`config.mk`:
```
export PLATFORM = sky130hd
export DESIGN_NAME = video_pixel_shifter_flat
export DESIGN_NICKNAME = d
export VERILOG_FILES = /design/src/rtl/video_pixel_shifter_if.sv /design/src/rtl/video_pixel_shifter.sv /design/src/flat_wrapper.sv
export SDC_FILE = /design/constraint.sdc
export NUM_CORES = 1
export LEC_CHECK = 0
export CAP_MARGIN = 10
export CORE_ASPECT_RATIO = 1.25
export CORE_UTILIZATION = 40
export DETAILED_ROUTE_END_ITERATION = 8
export GPL_ROUTABILITY_DRIVEN = 0
export HOLD_SLACK_MARGIN = 0.08
export PLACE_DENSITY = 0.72
export SLEW_MARGIN = 10
export SYNTH_ARGS = -nofsm -noshare
export SYNTH_HDL_FRONTEND = slang
export SYNTH_SLANG_ARGS = --single-unit
```
`constraint.sdc`:
```
create_clock -name clk -period 2.76 [get_ports clk]
set_input_delay 0.552 -clock clk [delete_from_list [all_inputs] [get_ports clk]]
set_output_delay 0.552 -clock clk [all_outputs]
set_load 0.005 [all_outputs]
```
`src/rtl/video_pixel_shifter_if.sv`:
```
// Fetch-side and pixel-side signals of the video pixel shifter.
// The shifter takes the slave modport; whatever drives it takes the master modport.
interface video_pixel_shifter_if;
  logic        load;
  logic [31:0] fetch_data;
  logic [1:0]  vmode;
  logic [3:0]  palsel;
  logic        flash;
  logic [7:0]  border;
  logic        pix_stb;
  logic        flush;
  logic [7:0]  pix_idx;
  logic        pix_vld;
  logic        need_data;
  logic        overrun;

  modport master (
    output load, fetch_data, vmode, palsel, flash, border, pix_stb, flush,
    input  pix_idx, pix_vld, need_data, overrun
  );

  modport slave (
    input  load, fetch_data, vmode, palsel, flash, border, pix_stb, flush,
    output pix_idx, pix_vld, need_data, overrun
  );
endinterface

```
`src/rtl/video_pixel_shifter.sv`:
```
// Serialises fetched 32-bit video words into 8-bit palette indices (ZX, 16c, 256c, blank),
// with a one-word holding register so consecutive words stream without border gaps.
module video_pixel_shifter #(
  parameter logic [7:0] BORDER_DEF = 8'h00
) (
  input  logic                  clk,
  input  logic                  rst_n,
  video_pixel_shifter_if.slave  vif
);

  logic [31:0] hold_q, hold_d;
  logic        hold_full_q, hold_full_d;
  logic [31:0] sr_q, sr_d;
  logic [4:0]  cnt_q, cnt_d;
  logic [1:0]  mode_q, mode_d;
  logic [3:0]  pal_q, pal_d;
  logic [7:0]  pix_idx_q, pix_idx_d;
  logic        pix_vld_q, pix_vld_d;
  logic        overrun_q, overrun_d;

  logic        xfer;
  logic        emit;
  logic [2:0]  bsel;
  logic [7:0]  zx_pix;
  logic [7:0]  zx_attr;
  logic        zx_ink;
  logic [2:0]  zx_col;
  logic [7:0]  pix_new;
  logic [31:0] sr_next;
  logic [4:0]  word_len;

  always_comb begin
    xfer = hold_full_q && ((cnt_q == 5'd0) || ((cnt_q == 5'd1) && vif.pix_stb));
    emit = vif.pix_stb && (cnt_q != 5'd0);

    // ZX: bit 7 of the pixel byte goes first; cnt counts 8..1 within each byte.
    bsel    = cnt_q[2:0] - 3'd1;
    zx_pix  = sr_q[7:0];
    zx_attr = sr_q[15:8];
    zx_ink  = zx_pix[bsel] ^ (zx_attr[7] & vif.flash);
    zx_col  = zx_ink ? zx_attr[2:0] : zx_attr[5:3];

    case (mode_q)
      2'd0: begin
        pix_new = {pal_q, zx_attr[6], zx_col};
        sr_next = (cnt_q[2:0] == 3'd1) ? {16'h0000, sr_q[31:16]} : sr_q;
      end
      2'd1: begin
        // High nibble first (even count), then low nibble and move to the next byte.
        pix_new = {pal_q, (cnt_q[0] ? sr_q[3:0] : sr_q[7:4])};
        sr_next = cnt_q[0] ? {8'h00, sr_q[31:8]} : sr_q;
      end
      2'd2: begin
        pix_new = sr_q[7:0];
        sr_next = {8'h00, sr_q[31:8]};
      end
      default: begin
        pix_new = 8'h00;
        sr_next = {8'h00, sr_q[31:8]};
      end
    endcase

    case (vif.vmode)
      2'd0:    word_len = 5'd16;
      2'd1:    word_len = 5'd8;
      default: word_len = 5'd4;
    endcase

    hold_d      = hold_q;
    hold_full_d = hold_full_q;
    sr_d        = sr_q;
    cnt_d       = cnt_q;
    mode_d      = mode_q;
    pal_d       = pal_q;
    pix_idx_d   = pix_idx_q;
    pix_vld_d   = pix_vld_q;
    overrun_d   = overrun_q;

    if (vif.load) begin
      hold_d      = vif.fetch_data;
      hold_full_d = 1'b1;
      if (hold_full_q && !xfer) overrun_d = 1'b1;
    end

    if (vif.pix_stb) begin
      if (emit) begin
        pix_idx_d = pix_new;
        pix_vld_d = 1'b1;
        sr_d      = sr_next;
        cnt_d     = cnt_q - 5'd1;
      end else begin
        pix_idx_d = vif.border;
        pix_vld_d = 1'b0;
      end
    end

    // A transfer on the last-pixel cycle overrides the shift/decrement above.
    if (xfer) begin
      sr_d   = hold_q;
      mode_d = vif.vmode;
      pal_d  = vif.palsel;
      cnt_d  = word_len;
      if (!vif.load) hold_full_d = 1'b0;
    end

    if (vif.flush) begin
      hold_full_d = 1'b0;
      cnt_d       = 5'd0;
      overrun_d   = 1'b0;
      pix_idx_d   = vif.border;
      pix_vld_d   = 1'b0;
    end
  end

  always_ff @(posedge clk or negedge rst_n) begin
    if (!rst_n) begin
      hold_q      <= 32'h0;
      hold_full_q <= 1'b0;
      sr_q        <= 32'h0;
      cnt_q       <= 5'd0;
      mode_q      <= 2'd0;
      pal_q       <= 4'h0;
      pix_idx_q   <= BORDER_DEF;
      pix_vld_q   <= 1'b0;
      overrun_q   <= 1'b0;
    end else begin
      hold_q      <= hold_d;
      hold_full_q <= hold_full_d;
      sr_q        <= sr_d;
      cnt_q       <= cnt_d;
      mode_q      <= mode_d;
      pal_q       <= pal_d;
      pix_idx_q   <= pix_idx_d;
      pix_vld_q   <= pix_vld_d;
      overrun_q   <= overrun_d;
    end
  end

  assign vif.pix_idx   = pix_idx_q;
  assign vif.pix_vld   = pix_vld_q;
  assign vif.need_data = ~hold_full_q;
  assign vif.overrun   = overrun_q;

endmodule

```
`src/flat_wrapper.sv`:
```
// flat-port wrapper written by rule: the top's interface ports become plain ports
module video_pixel_shifter_flat 
#(
  parameter logic [7:0] BORDER_DEF = 8'h00
)
  (clk, rst_n, vif_load, vif_fetch_data, vif_vmode, vif_palsel, vif_flash, vif_border, vif_pix_stb, vif_flush, vif_pix_idx, vif_pix_vld, vif_need_data, vif_overrun);
  video_pixel_shifter_if vif_i ();
  input  logic clk;
  input  logic rst_n;
  input wire logic [$bits(vif_i.load)-1:0] vif_load;
  input wire logic [$bits(vif_i.fetch_data)-1:0] vif_fetch_data;
  input wire logic [$bits(vif_i.vmode)-1:0] vif_vmode;
  input wire logic [$bits(vif_i.palsel)-1:0] vif_palsel;
  input wire logic [$bits(vif_i.flash)-1:0] vif_flash;
  input wire logic [$bits(vif_i.border)-1:0] vif_border;
  input wire logic [$bits(vif_i.pix_stb)-1:0] vif_pix_stb;
  input wire logic [$bits(vif_i.flush)-1:0] vif_flush;
  output wire logic [$bits(vif_i.pix_idx)-1:0] vif_pix_idx;
  output wire logic [$bits(vif_i.pix_vld)-1:0] vif_pix_vld;
  output wire logic [$bits(vif_i.need_data)-1:0] vif_need_data;
  output wire logic [$bits(vif_i.overrun)-1:0] vif_overrun;
  assign vif_i.load = vif_load;
  assign vif_i.fetch_data = vif_fetch_data;
  assign vif_i.vmode = vif_vmode;
  assign vif_i.palsel = vif_palsel;
  assign vif_i.flash = vif_flash;
  assign vif_i.border = vif_border;
  assign vif_i.pix_stb = vif_pix_stb;
  assign vif_i.flush = vif_flush;
  assign vif_pix_idx = vif_i.pix_idx;
  assign vif_pix_vld = vif_i.pix_vld;
  assign vif_need_data = vif_i.need_data;
  assign vif_overrun = vif_i.overrun;
  video_pixel_shifter #(.BORDER_DEF(BORDER_DEF)) u_core (.clk(clk), .rst_n(rst_n), .vif(vif_i));
endmodule
```
==> impl_results.md <==
* Result of the run: finished clean
* Total wire length after detailed routing at 9160 um
* Final sum of negative setup slack at 0 ns
* Buffer levels on the longest clock path at 2
* # nets final at around 520
* All-layer global routing usage at a little under a fifth
* Cell Chain, Critical Path: inv_1, ha_1, mux4_1, mux2i_2, xor2_2, mux2i_1, o22ai_1
* Routed via count divided by cell count at between 5 and 6
* Synth async-reset ratio at 100%
* Post-synthesis sequential element count at 86
* Die X at ~93 um
* Critical path data arrival time at about 2.6 ns
* Synth top area cells: dfrtp_1, mux2_2, nand2_1
* Final design area excluding fillers at 5180 um^2
* Netlist Area Pre-Place at 4140 um^2
* Library cell contributing the largest single delay on the critical path: mux4_1
* Power per cell area at 1030 nW/um^2
* Slack of the critical path at 0.384 ns
* Number of library cell types mapped by synthesis at 38
* Wire length of the first global-routing pass at 15500 um
* Clock latency on the worst-skew pair at 0.34 ns
* Largest incremental delay on the critical path at 0.58 ns
* Core Area at 10100 um^2
* Die Area at 10800 um^2
* Placement Rows at 41
* Fraction of layout cells with a size suffix above 1 at 14.0%
* Number of hold buffers added after cts at 0
* Ports placed on the boundary at 63
* Residual DRC count at 0
* Synth top cells by count: nand2_1, dfrtp_1, a21oi_1
* Hold_ws at 0.186 ns
* Clock Sink Count at 86
* Post-Synthesis Cells at 412
* IO buf count at 62
* Class of the worst hold path: in -> async
* Place WS at 0.275 ns
* Antenna Cells at 0
* Instance area after placement at 4890 um^2
* Cell with the most instances after synthesis: nand2_1
* CTS Root Cell: clkbuf_16
* Crit Path Category: reg -> reg
* Max-slew violation count at 0
* Average cell area after synthesis at about 10 um^2
* Detail-routed net length per standard cell at approximately 15 um
* Final instance count without filler cells at 600
* Quantity of gates resized following cts at 0
* Minimum clock period at ~2.4 ns
* Cell type with the largest total area after synthesis: dfrtp_1
* Reported leakage power at ~0.0022 uW
* Iteration-0 DRC count of the detailed router at 213
* Number of nets still failing antenna checks after routing at 0
* Sum of buffers and inverters on the critical path at 1
* Net count after synthesis at 467
* Share of Yosys cell area claimed by the top area cell type at 52.0%
* Setup crit end kind: flip-flop
* Number of maximum-capacitance constraint violations at 0
* Effective utilization at floorplan at 41.2%
* Endpoints failing hold at 0
* Maximum fanout along the worst path at 4
* Worst-case clock skew at 0.0106 ns
* GR Overflow Total at 0
* Cell Count Post-Placement at 584
* Post-synth EDFFs at 0
* Unrepaired setup endpoints after global routing: false
* CTS tree: yes
* Post-CTS setup-driven buffer insertion count at 0
* Family with the most delay on the worst path: multiplexers
* Antenna violations before repair at 0
* Worst-case headroom to the max-slew limit at around 65%
* Area growth, synth to finish at 25.3%
* Maximum number of pins on one net before global-route repair at 59
* Critical Path RT at 2.97 ns
* Final worst-path cycle share at 86.1%
* IR drop worst, VDD at roughly 450 uV
* CTS buffer count at 9
* Kind of launch point of the worst setup path: flip-flop
* Share of the yosys chip area belonging to registers at 52.0%
* Prevailing post-synth register cell: dfrtp_1
* Fmax at 0.421 GHz
* Post-detail-place hpwl at 6590 um
* Count of TritonRoute iterations in the first routing pass at 4
* Final Setup Violations at 0
* Via count at 3193
* Height of the die at 116 um
* Via count of the first global-routing pass at 3211
* Warnings, synthesis at 0
* Slew @ Worst Pin at approximately 0.52 ns
* Clock input transition at the sequential cells of the worst setup and hold paths at around 0.060 ns
* # H-tree levels at 3
-- cell type report --
cell class | instances | area (um^2)
Inverter | 3 | 11.3
Fill cell | 941 | 4870
Timing Repair Buffer | 72 | 743
Clock buffer | 10 | 229
Clock inverter | 6 | 67.6
Sequential cell | 86 | 2150
Multi-Input combinational cell | 294 | 1820
Tap cell | 129 | 161
-- placed cells by master, fill, tap and decap left out, types with 4 or more instances in the layout --
cell,n
mux2_2,32
nor2b_1,6
buf_4,7
nor2_1,9
clkdlybuf4s50_1,61
nand2_1,87
o22ai_1,7
and3_1,8
o21ai_1,14
dfrtp_1,86
buf_12,4
o21ai_0,26
a22o_1,8
a21oi_1,55
mux2i_1,9
a21o_1,5
clkbuf_16,9
-- cell families (layout without fill, tap and decap cells) --
group / Yosys count / after routing / share of synthesized area, %
compound gates: 120 / 120 / 16.1
xor+xnor: 2 / 2 / 0.605
flops: 86 / 86 / 52.0
mux: 44 / 44 / 12.4
simple gates: 125 / 125 / 13.7
buf+inv: 32 / 91 / 4.23
fa+ha+maj: 3 / 3 / 0.907
-- through the flow --
stage | power (uW) | utilization (%)
after global routing | 5750 | 51.6
after floorplan | 3530 | -
final | 5340 | 51.6
after detailed placement | 4160 | 48.6
after CTS | 5370 | 51.6
after global placement | 4090 | 48.6
-- flip-flops by register name, indices dropped and copies added (netlist names) --
| name | cells |
|---|---|
| u_core.cnt_q | 5 |
| u_core.hold_full_q | 1 |
| u_core.hold_q | 32 |
| u_core.mode_q | 2 |
| u_core.pal_q | 4 |
| u_core.sr_q | 32 |
| u_core.vif.overrun | 1 |
| u_core.vif.pix_idx | 8 |
| u_core.vif.pix_vld | 1 |
-- where the power goes --
| part | internal, uW | total [uW] | switching, uW |
|---|---|---|---|
| sequential | 1610 | 1930 | 319 |
| combinational | 1030 | 2210 | 1190 |
| clock | 706 | 1190 | 487 |
-- worst paths after layout --
kind,start,to,slack [ns],cells after the start
max,u_core.cnt_q[1]$_DFFE_PN0P_,u_core.vif.pix_idx[1]$_DFFE_PN0P_,0.38,7
min,rst_n,u_core.hold_q[15]$_DFFE_PN0P_,0.19,1
max reg2reg,u_core.cnt_q[1]$_DFFE_PN0P_,u_core.vif.pix_idx[1]$_DFFE_PN0P_,0.38,7
min reg2reg,u_core.pal_q[3]$_DFFE_PN0P_,u_core.pal_q[3]$_DFFE_PN0P_,0.47,2
max in group asynchronous,rst_n,u_core.cnt_q[4]$_DFFE_PN0P_,1.95,2
min in group clk,u_core.pal_q[3]$_DFFE_PN0P_,u_core.pal_q[3]$_DFFE_PN0P_,0.47,2
-- metal layers --
metal	global-route usage (%)	wire length (um)	vias up
met4	7.90	196	0
li1	-	-	1556
met5	0	0	-
met2	33.0	4980	70
met1	22.4	3630	1555
met3	3.54	352	12
No activity file was read; power rests on OpenSTA's default activity.
